--- config.mk ---
export PLATFORM = sky130hd
export DESIGN_NAME = calc_sequencer_flat
export DESIGN_NICKNAME = d
export VERILOG_FILES = /design/src/rtl/calc_sequencer_if.sv /design/src/rtl/calc_sequencer.sv /design/src/flat_wrapper.sv
export SDC_FILE = /design/constraint.sdc
export NUM_CORES = 1
export LEC_CHECK = 0
export ABC_AREA = 1
export BUFFER_PORTS_ARGS = -buffer_cell sky130_fd_sc_hd__buf_4
export CAP_MARGIN = 20
export CORE_AREA = 2 2 125 127
export DETAILED_ROUTE_END_ITERATION = 8
export DIE_AREA = 0 0 127 129
export PLACE_DENSITY = 0.69
export SLEW_MARGIN = 20
export SYNTH_ARGS = -nofsm -noshare
export SYNTH_HDL_FRONTEND = slang
export SYNTH_SLANG_ARGS = --single-unit
--- constraint.sdc ---
create_clock -name clk_i -period 4.5 [get_ports clk_i]
set_input_delay 1.35 -clock clk_i [delete_from_list [all_inputs] [get_ports clk_i]]
set_output_delay 1.35 -clock clk_i [all_outputs]
set_load 0.02 [all_outputs]
--- src/rtl/calc_sequencer_if.sv ---
// calc_sequencer_if: keypad-in / display-out bundle of the calculator sequencer.
interface calc_sequencer_if #(parameter int WIDTH = 10);
  logic [3:0]       key_code_i;
  logic             key_valid_i;
  logic [WIDTH-1:0] display_value_o;
  logic             display_neg_o;
  logic             error_o;
  logic             busy_o;
  logic [2:0]       state_dbg_o;
  modport master (output key_code_i, key_valid_i,
                  input  display_value_o, display_neg_o, error_o, busy_o, state_dbg_o);
  modport slave  (input  key_code_i, key_valid_i,
                  output display_value_o, display_neg_o, error_o, busy_o, state_dbg_o);
endinterface

--- src/rtl/calc_sequencer.sv ---
// calc_sequencer: keypad calculator control FSM with two-operand entry and shift-add multiply.
module calc_sequencer #(
  parameter int WIDTH      = 10,
  parameter int MAX_VALUE  = 999,
  parameter int MAX_DIGITS = 3
) (
  input logic clk_i,
  input logic rst_ni,
  calc_sequencer_if.slave bus
);
  localparam int CW  = $clog2(MAX_DIGITS + 1);
  localparam int MCW = $clog2(WIDTH);
  typedef enum logic [2:0] {ENTRY_A = 3'd0, OP_WAIT, ENTRY_B, EXEC_ADDSUB, EXEC_MUL, RESULT, ERROR} state_e;
  typedef enum logic [1:0] {ADD, SUB, MUL} op_e;
  state_e             state_q, state_d, fin_state;
  op_e                op_q, op_d, key_op;
  logic [WIDTH-1:0]   a_q, a_d, b_q, b_d, disp_q, disp_d, a_app, b_app, diff, fin_disp;
  logic [CW-1:0]      cnt_q, cnt_d;
  logic [MCW-1:0]     mcnt_q, mcnt_d;
  logic [2*WIDTH-1:0] acc_q, acc_d, prod, res;
  logic [WIDTH:0]     r_as;
  logic               neg_q, neg_d, err_q, err_d, busy, take, is_dig, is_op, is_clr, is_eq, room, ovf, fin_neg;
  logic [3:0]         k;
  assign k      = bus.key_code_i;
  assign busy   = state_q == EXEC_ADDSUB || state_q == EXEC_MUL;
  assign take   = bus.key_valid_i && !busy;
  assign is_dig = k <= 4'd9;
  assign is_op  = k == 4'hA || k == 4'hB || k == 4'hC;
  assign is_clr = k == 4'hD;
  assign is_eq  = k == 4'hE;
  assign key_op = k == 4'hA ? ADD : k == 4'hB ? SUB : MUL;
  assign room   = cnt_q < CW'(MAX_DIGITS);
  assign a_app  = a_q * WIDTH'(10) + WIDTH'(k);
  assign b_app  = b_q * WIDTH'(10) + WIDTH'(k);
  assign diff   = b_q > a_q ? b_q - a_q : a_q - b_q;
  assign r_as   = op_q == ADD ? {1'b0, a_q} + {1'b0, b_q} : {1'b0, diff};
  // One multiplier bit per cycle; the last bit's partial sum feeds the result check directly.
  assign prod   = acc_q + (b_q[mcnt_q] ? {{WIDTH{1'b0}}, a_q} << mcnt_q : '0);
  assign res    = state_q == EXEC_MUL ? prod : {{(WIDTH-1){1'b0}}, r_as};
  assign ovf    = res > (2*WIDTH)'(MAX_VALUE);
  assign fin_state = ovf ? ERROR : RESULT;
  assign fin_disp  = ovf ? '0 : res[WIDTH-1:0];
  assign fin_neg   = !ovf && op_q == SUB && b_q > a_q;
  always_comb begin
    state_d = state_q;
    a_d     = a_q;
    b_d     = b_q;
    op_d    = op_q;
    cnt_d   = cnt_q;
    disp_d  = disp_q;
    neg_d   = neg_q;
    err_d   = err_q;
    acc_d   = acc_q;
    mcnt_d  = mcnt_q;
    if (take && is_clr) begin
      state_d = ENTRY_A;
      a_d     = '0;
      b_d     = '0;
      op_d    = ADD;
      cnt_d   = '0;
      disp_d  = '0;
      neg_d   = 1'b0;
      err_d   = 1'b0;
    end else begin
      case (state_q)
        ENTRY_A:
          if (take && is_dig && room) begin
            a_d    = a_app;
            cnt_d  = cnt_q + 1'b1;
            disp_d = a_app;
          end else if (take && is_op) begin
            op_d    = key_op;
            b_d     = '0;
            cnt_d   = '0;
            state_d = OP_WAIT;
          end
        OP_WAIT:
          if (take && is_dig) begin
            b_d     = WIDTH'(k);
            cnt_d   = CW'(1);
            disp_d  = WIDTH'(k);
            state_d = ENTRY_B;
          end else if (take && is_op) op_d = key_op;
        ENTRY_B:
          if (take && is_dig && room) begin
            b_d    = b_app;
            cnt_d  = cnt_q + 1'b1;
            disp_d = b_app;
          end else if (take && is_eq) begin
            state_d = op_q == MUL ? EXEC_MUL : EXEC_ADDSUB;
            acc_d   = '0;
            mcnt_d  = '0;
          end
        EXEC_ADDSUB: begin
          state_d = fin_state;
          disp_d  = fin_disp;
          neg_d   = fin_neg;
          err_d   = ovf;
        end
        EXEC_MUL: begin
          acc_d  = prod;
          mcnt_d = mcnt_q + 1'b1;
          if (mcnt_q == MCW'(WIDTH - 1)) begin
            state_d = fin_state;
            disp_d  = fin_disp;
            neg_d   = fin_neg;
            err_d   = ovf;
          end
        end
        RESULT:
          if (take && is_dig) begin
            a_d     = WIDTH'(k);
            cnt_d   = CW'(1);
            neg_d   = 1'b0;
            disp_d  = WIDTH'(k);
            state_d = ENTRY_A;
          end else if (take && is_op && !neg_q) begin
            a_d     = disp_q;
            op_d    = key_op;
            b_d     = '0;
            cnt_d   = '0;
            state_d = OP_WAIT;
          end
        ERROR: ;
        default: state_d = ENTRY_A;
      endcase
    end
  end
  always_ff @(posedge clk_i or negedge rst_ni)
    if (!rst_ni) begin
      state_q <= ENTRY_A;
      a_q     <= '0;
      b_q     <= '0;
      op_q    <= ADD;
      cnt_q   <= '0;
      disp_q  <= '0;
      neg_q   <= 1'b0;
      err_q   <= 1'b0;
      acc_q   <= '0;
      mcnt_q  <= '0;
    end else begin
      state_q <= state_d;
      a_q     <= a_d;
      b_q     <= b_d;
      op_q    <= op_d;
      cnt_q   <= cnt_d;
      disp_q  <= disp_d;
      neg_q   <= neg_d;
      err_q   <= err_d;
      acc_q   <= acc_d;
      mcnt_q  <= mcnt_d;
    end
  assign bus.display_value_o = disp_q;
  assign bus.display_neg_o   = neg_q;
  assign bus.error_o         = err_q;
  assign bus.busy_o          = busy;
  assign bus.state_dbg_o     = state_q;
endmodule

--- src/flat_wrapper.sv ---
// flat-port wrapper written by rule: the top's interface ports become plain ports
module calc_sequencer_flat 
#(
  parameter int WIDTH      = 10,
  parameter int MAX_VALUE  = 999,
  parameter int MAX_DIGITS = 3
)
  (clk_i, rst_ni, bus_key_code_i, bus_key_valid_i, bus_display_value_o, bus_display_neg_o, bus_error_o, bus_busy_o, bus_state_dbg_o);
  calc_sequencer_if #(.WIDTH(WIDTH)) bus_i ();
  input logic clk_i;
  input logic rst_ni;
  input wire logic [$bits(bus_i.key_code_i)-1:0] bus_key_code_i;
  input wire logic [$bits(bus_i.key_valid_i)-1:0] bus_key_valid_i;
  output wire logic [$bits(bus_i.display_value_o)-1:0] bus_display_value_o;
  output wire logic [$bits(bus_i.display_neg_o)-1:0] bus_display_neg_o;
  output wire logic [$bits(bus_i.error_o)-1:0] bus_error_o;
  output wire logic [$bits(bus_i.busy_o)-1:0] bus_busy_o;
  output wire logic [$bits(bus_i.state_dbg_o)-1:0] bus_state_dbg_o;
  assign bus_i.key_code_i = bus_key_code_i;
  assign bus_i.key_valid_i = bus_key_valid_i;
  assign bus_display_value_o = bus_i.display_value_o;
  assign bus_display_neg_o = bus_i.display_neg_o;
  assign bus_error_o = bus_i.error_o;
  assign bus_busy_o = bus_i.busy_o;
  assign bus_state_dbg_o = bus_i.state_dbg_o;
  calc_sequencer #(.WIDTH(WIDTH), .MAX_VALUE(MAX_VALUE), .MAX_DIGITS(MAX_DIGITS)) u_core (.clk_i(clk_i), .rst_ni(rst_ni), .bus(bus_i));
endmodule
==> flow_summary_export.csv, run 1 <==
group,metric,value,unit
setup_path,worstPathMaxFanout,18,
synthesis,syn_area,7920,um2
layout,area_growth,8.07,%
clock_tree,clkTransAtPathRegs,0.06,ns
clock_tree,cts_tree,"yes",
routing,dr_wl_met2,11800,um
clock_tree,cts.sinks,63,
setup_path,cp_data_arrival_time,4.40,ns
timing,final_max_slew_viol_count,0,
timing,finalClockSkew,0.0119,ns
floorplanning,die_x,127,um
synthesis,ys_seq_elements,63,
global_route,grt_antenna_before_repair,0,
synthesis,ys_types,52,
timing,tns,0,ns
routing,final_antenna_net_count,0,
run,drv_cap,0,
timing,finalHoldViolations,0,
timing,finalSetupViolCount,0,
pwr,p_leak,0.00472,uW
setup_path,critPathCaptureType,"flop",
layout,diodes,0,
timing,tightest_slew,1.00,ns
clock_tree,clock_latency,0.35,ns
routing,route.met3.wl,1900,um
timing,fin_crit_sh,91.4,%
pwr,power_density,861,nW/um2
clock_tree,clk_path_buf_depth,2,
setup_path,crit_slowest_cell,"dfrtp_2",
floorplanning,core_area,15000,um2
timing,fin_crit,4.11,ns
synthesis,ys_top_cells_by_count,"385 x nand2_1, 168 x inv_1, 109 x nor2_1, 99 x nand3_1, 79 x ha_1",
synthesis,ys_async_sr_fraction,100,%
placed_design,gp_congestion,1.05,
clock_tree,ctsHoldBuffers,0,
routing,avgRoutedWirePerCell,17.8,um
routing,viasPerCell,5.78,
layout,drive_gt1_share,8.31,%
clock_tree,numCtsBuffers,9,
floorplanning,rows,45,
global_route,grt_pass1_vias,7858,
synthesis,synth-edff-count,0,
routing,vias,8452,
routing,drt_first_pass_iters,5,
synthesis,syn-num-nets,1346,
pwr,ir_drop,520,uV
setup_path,critPathLaunchType,"flop",
floorplanning,initial_core_util,52.9,%
routing,wl_met1,11600,um
placed_design,port_buffers,22,
layout,nets,1366,
floorplanning,dieHeight,129,um
synthesis,ys_seq_area_share,19.9,%
timing,rsz0062_at_grt,"no",
synthesis,synthTopCellsByArea,"dfrtp_1 20%, nand2_1 18%, ha_1 12%",
setup_path,cpMostUsedCell,"nand2_1",
setup_path,critical-path-max-stage-delay,0.48,ns
status,status,"finished clean",
global_route,grt_overflow,0,
global_route,grt_pass1_wl,42100,um
timing,fin_hold_ws,0.481,ns
routing,drtIter0Drc,618,
setup_path,crit_type,"flop to flop",
clock_tree,htree_levels,3,
clock_tree,clockRootBuffer,"clkbuf_16",
routing,route.top_layer_used,"met4",
setup_path,path_buf_inv,3,
floorplanning,dieArea,16400,um2
synthesis,synth_top_cell_by_area,"dfrtp_1",
synthesis,ys_warn_count,0,
synthesis,synth_ff_type,"dfrtp_1",
floorplanning,io_pins,23,
hold_path,hold_path_class,"flop to flop",
routing,routed_wl,26100,um
timing,fmax,0.243,GHz
setup_path,cpLargestDelayFamily,"simple AND/OR/NAND/NOR gates",
global_route,grt.total_usage,32.9,%
synthesis,yosysMostFrequentCell,"nand2_1",
synthesis,synth_top_area_share,19.9,%
setup_path,crit_chain,"buf_4 > nand2_1 > o21ai_0 > o21ai_0 > nand2_1 > o21ai_0 > nor2_1 > ha_1 > nand2_1 > inv_1 > a21oi_2 > nand3_1 > nand2_1 > nand3_1 > nand3_1 > nand2_1 > nor2_1 > nand3_1 > a21oi_2 > buf_4 > nand2_1 > o21ai_1 > nand2_1 > nand2_1",
routing,remaining_drc_errors,0,
synthesis,avgSynthCellArea,6.33,um2
global_route,grt_max_degree,64,
setup_path,worstPathRequired,4.79,ns
placed_design,place_hpwl,20500,um
synthesis,netlist_instances,1252,
timing,max-slew-margin-rel,33.0,%
## per-layer routing
| layer | GRT usage, % | up-vias |
|---|---|---|
| met1 | 44.8 | 3862 |
| met2 | 53.3 | 385 |
| met4 | 10.9 | 0 |
| met5 | 0 | - |
| li1 | - | 4137 |
| met3 | 5.82 | 68 |
## power by group
group | switching, uW | internal [uW] | leakage, uW | total, uW
clock | 280 | 436 | 0.000140 | 716
combinational | 3740 | 1800 | 0.00377 | 5550
sequential | 305 | 804 | 0.000808 | 1110
## worst paths after layout
path	cells past startpoint	endpoint	start	slack [ns]
worst min register to register	2	u_core.acc_q[8]	u_core.acc_q[8]	0.48
worst max register to register	24	u_core.bus.state_dbg_o[0]	u_core.mcnt_q[0]	0.39
worst min-delay path	2	u_core.acc_q[8]	u_core.acc_q[8]	0.48
max in group asynchronous	1	u_core.mcnt_q[0]	rst_ni	2.73
worst max-delay path	24	u_core.bus.state_dbg_o[0]	u_core.mcnt_q[0]	0.39
min in group asynchronous	1	u_core.acc_q[1]	rst_ni	1.07
## state kept, by name (all words and copies together) (netlist names)
signal / cells
u_core.acc_q: 20
u_core.a_q: 10
u_core.b_q: 10
u_core.bus.display_value_o: 10
u_core.mcnt_q: 4
u_core.bus.state_dbg_o: 3
u_core.cnt_q: 2
u_core.op_q: 2
u_core.bus.display_neg_o: 1
u_core.bus.error_o: 1
## stage by stage
step                      utilization, %  instances  worst slack [ns]  total power, uW  cell area [um2]
after detailed placement            55.2       1449             0.292             6530             8260
after global routing                57.2       1463            0.0200             8070             8560
after floorplan                        -       1252              1.03             5000             7920
after global placement              55.2       1449             0.266             6510             8260
after CTS                           57.1       1463             0.224             7270             8550
final                               57.2       1463             0.389             7370             8560
## cells by family (layout without fill, tap and decap cells)
logic type      after synthesis  count (layout)  share of synthesized area (%)
compound gates              196             196                           14.9
xor+xnor                     23              23                           2.54
fa+ha+maj                    87              87                           14.5
buf+inv                     209             232                           10.9
flops                        63              63                           19.9
mux                           4               4                          0.521
simple gates                670             670                           36.7
## placed cells by master, fill, tap and decap left out, drive strengths merged, types with 2 or more instances in the layout
cell type and instances:
o32ai 2, o22ai 26, inv 176, nand3b 6
nor3 17, o21ai 69, ha 79, o21a 2
nand4 31, o21bai 3, or2 2, nor2 115
xor2 15, nand3 103, clkinv 5, xnor2 8
dfrtp 63, clkbuf 10, mux2i 3, a22oi 3
a21oi 71, a211oi 5, nand2 394, a31oi 6
a21o 2, o221ai 3, fa 8, buf 39
## worst register-to-register path, delay by kind of cell (launching register included)
family          cells  cell delay (ns)
buf+inv             3             0.48
fa+ha+maj           1             0.37
compound gates      6             1.14
simple gates       14             1.58
flops               1             0.48
## layout make-up
cell class | count | area (um2)
sequential | 63 | 1580
timing repair buffer | 39 | 293
tap | 188 | 235
inverter | 179 | 679
clock buffer | 10 | 239
multi-input combinational | 980 | 5490
clock inverter | 4 | 47.5
fill | 1569 | 6410
## repair_timing
action                     in CTS  in global routing
gates resized for setup         0                  7
setup endpoints to repair       0                 14
buffers inserted                0                  0
(Power assumes the default switching activity.)
==> run 2, diff against run 1 <==
ABC_AREA = default   (was 1)
ABC_CLOCK_PERIOD_IN_PS = 4500   (was default)
CORE_AREA = 2 2 127 129   (was 2 2 125 127)
DIE_AREA = 0 0 129 131   (was 0 0 127 129)
PLACE_DENSITY = default   (was 0.69)
==> run 2 against run 1 <==
  * Flip-flop and latch count did not move
  * Wire length fell by 3.9%
  * Cell count fell by 17%
  * Utilization fell by 3.0 points
  * Setup slack got worse by 0.28 ns
  * Synthesized area fell by 6.3%
  * Synthesized cell count fell by 24%
  * Hold slack improved by 0.011 ns
  * Via count fell by 13%
  * Count of clock-buffer cells in the layout rose by 3
  * Global-route usage fell by 2.7 points
  * First-iteration DRC count rose by 16%
  * Largest cell class unchanged
  * Largest power group unchanged
  * Highest routed layer unchanged
==> flow_summary_export.csv, run 2 <==
group,metric,value,unit
setup_path,critical-path-max-stage-delay,0.52,ns
timing,fin_hold_ws,0.493,ns
synthesis,synth_ff_type,"dfrtp_1",
global_route,grt.total_usage,30.2,%
hold_path,hold_path_class,"flop to flop",
floorplanning,die_x,129,um
timing,fin_crit_sh,97.6,%
placed_design,gp_congestion,0.943,
timing,finalSetupViolCount,0,
clock_tree,cts.sinks,63,
clock_tree,numCtsBuffers,9,
layout,post-route-util,54.2,%
global_route,grt_overflow,0,
timing,max-slew-margin-rel,40.7,%
synthesis,syn_area,7420,um2
synthesis,yosysMostFrequentCell,"nand2_1",
global_route,grt_antenna_before_repair,0,
layout,largest_reg_flops,20,
clock_tree,cts_tree,"yes",
global_route,grt_pass1_wl,38800,um
setup_path,critPathCaptureType,"flop",
pwr,power_density,840,nW/um2
synthesis,synth_top_cell_by_area,"dfrtp_1",
floorplanning,rows,46,
setup_path,crit_slowest_cell,"mux4_2",
global_route,grt_max_degree,64,
routing,vias,7384,
pwr,switching_share,54.3,%
setup_path,cp_data_arrival_time,4.65,ns
placed_design,port_buffers,22,
floorplanning,dieArea,16900,um2
layout,nets,1082,
routing,routed_wl,25100,um
setup_path,critPathLaunchType,"flop",
pwr,power,7100,uW
floorplanning,io_pins,23,
timing,tightest_slew,0.890,ns
synthesis,synth_top_area_share,21.2,%
layout,diodes,0,
setup_path,crit_chain,"mux4_2 > or3_4 > buf_4 > nor2_1 > ha_1 > a211oi_2 > o21ai_2 > o2111ai_2 > o21ai_2 > a311oi_2 > mux2i_1 > o2111ai_2 > nor4_4 > buf_4 > a41oi_1 > o31ai_1",
clock_tree,clk_path_buf_depth,2,
pwr,ir_drop,461,uV
synthesis,netlist_instances,953,
synthesis,ys_warn_count,0,
clock_tree,clockRootBuffer,"clkbuf_16",
status,status,"finished clean",
routing,viasPerCell,6.11,
timing,tns,0,ns
layout,drive_gt1_share,15.1,%
clock_tree,htree_levels,3,
synthesis,ys_top_cells_by_count,"114 x nand2_1, 88 x a21oi_1, 79 x ha_1, 71 x nor2_1, 63 x dfrtp_1",
layout,top_register,"u_core.acc_q",
setup_path,worstPathMaxFanout,6,
setup_path,path_buf_inv,2,
synthesis,synth-edff-count,0,
clock_tree,clkTransAtPathRegs,0.06,ns
timing,layout_setup_ws,0.109,ns
pwr,internal-power,3250,uW
timing,final_max_slew_viol_count,0,
synthesis,ys_types,85,
setup_path,cpLargestDelayFamily,"compound AO/OA/AOI/OAI gates",
synthesis,syn-num-nets,1047,
timing,fmax,0.228,GHz
timing,finalClockSkew,0.0108,ns
layout,area_growth,13.9,%
synthesis,ys_seq_area_share,21.2,%
global_route,grt_pass1_vias,6834,
setup_path,worstPathRequired,4.76,ns
placed_design,place_hpwl,19300,um
synthesis,ys_async_sr_fraction,100,%
placed_design,dp_slack,0.0256,ns
layout,final_cell_mix,"114 x nand2_1, 85 x a21oi_1, 81 x buf_4",
layout,layout_commonest_cell,"nand2_1",
pwr,power_switching,3850,uW
timing,finalHoldViolations,0,
run,drv_cap,0,
routing,drt_first_pass_iters,5,
pwr,p_seq_share,14.9,%
synthesis,synthTopCellsByArea,"dfrtp_1 21%, ha_1 13%, a21oi_1 5.9%",
routing,avgRoutedWirePerCell,20.7,um
timing,fin_crit,4.39,ns
floorplanning,core_area,15600,um2
pwr,combPwrFrac,75.4,%
synthesis,avgSynthCellArea,7.79,um2
routing,remaining_drc_errors,0,
setup_path,crit_type,"flop to flop",
floorplanning,dieHeight,131,um
routing,drtIter0Drc,717,
pwr,p_leak,0.00389,uW
floorplanning,initial_core_util,47.6,%
pwr,clkPwrFrac,9.7,%
clock_tree,clock_latency,0.35,ns
synthesis,ys_seq_elements,63,
routing,final_antenna_net_count,0,
==> run 2: layout make-up <==
cell class                      instances  area (um2)
Inverter                               48         180
Tap cell                              216         270
Clock inverter                          2        15.0
Timing Repair Buffer                   81         608
Sequential cell                        63        1580
Clock buffer                           13         270
Multi-Input combinational cell        785        5530
Fill cell                            1491        7140
==> run 2: metrics by stage <==
stage	instance area, um2	instances
floorplan	7420	953
global placement	8030	1187
detailed placement	8030	1187
CTS	8310	1202
global route	8460	1208
finish	8460	1208
==> run 2: final timing paths <==
path,start,end,slack (ns),depth (start not counted)
worst min register to register,u_core.acc_q[18],u_core.acc_q[18],0.49,2
min in group asynchronous,rst_ni,u_core.acc_q[4],1.11,1
worst max-delay path,u_core.mcnt_q[0],u_core.bus.display_value_o[1],0.11,16
worst max register to register,u_core.mcnt_q[0],u_core.bus.display_value_o[1],0.11,16
worst min-delay path,u_core.acc_q[18],u_core.acc_q[18],0.49,2
max in group asynchronous,rst_ni,u_core.mcnt_q[0],2.73,1
==> run 2: logic make-up after synthesis <==
kind of cell / synth area share, %
fa+ha+maj: 15.5
flops: 21.2
simple gates: 20.7
compound gates: 28.7
xor+xnor: 5.43
mux: 2.70
buf+inv: 5.78
==> run 2: power by group through the flow <==
stage	registers, uW	logic (uW)	clock network [uW]
floorplan	1070	3510	0
global placement	1050	5200	0
detailed placement	1050	5200	0
CTS	1050	5220	695
global route	1080	5840	719
finish	1060	5350	688
==> run 2: worst register-to-register path: stages, from the launching register on <==
cell and delay, ns:
dfrtp_2 0.40, mux4_2 0.53, or3_4 0.37, buf_4 0.17, nor2_1 0.11, ha_1 0.26, a211oi_2 0.27, o21ai_2 0.12
o2111ai_2 0.30, o21ai_2 0.13, a311oi_2 0.31, mux2i_1 0.29, o2111ai_2 0.19, nor4_4 0.32, buf_4 0.21, a41oi_1 0.11
o31ai_1 0.21
==> run 2: timing repair <==
item | CTS | global route
buffers inserted | 0 | 5
endpoints found under the setup margin | 0 | 14
hold buffers | 0 | 0
endpoints found under the hold margin | 0 | 0
gates resized for setup | 0 | 26
==> run 2: layer usage <==
layer / part of all wire [%] / track usage (%) / vias up
li1: - / - / 3550
met1: 45 / 42.1 / 3490
met2: 46 / 48.0 / 300
met3: 6.4 / 3.50 / 44
met4: 3.3 / 12.1 / 0
met5: 0 / 0 / -
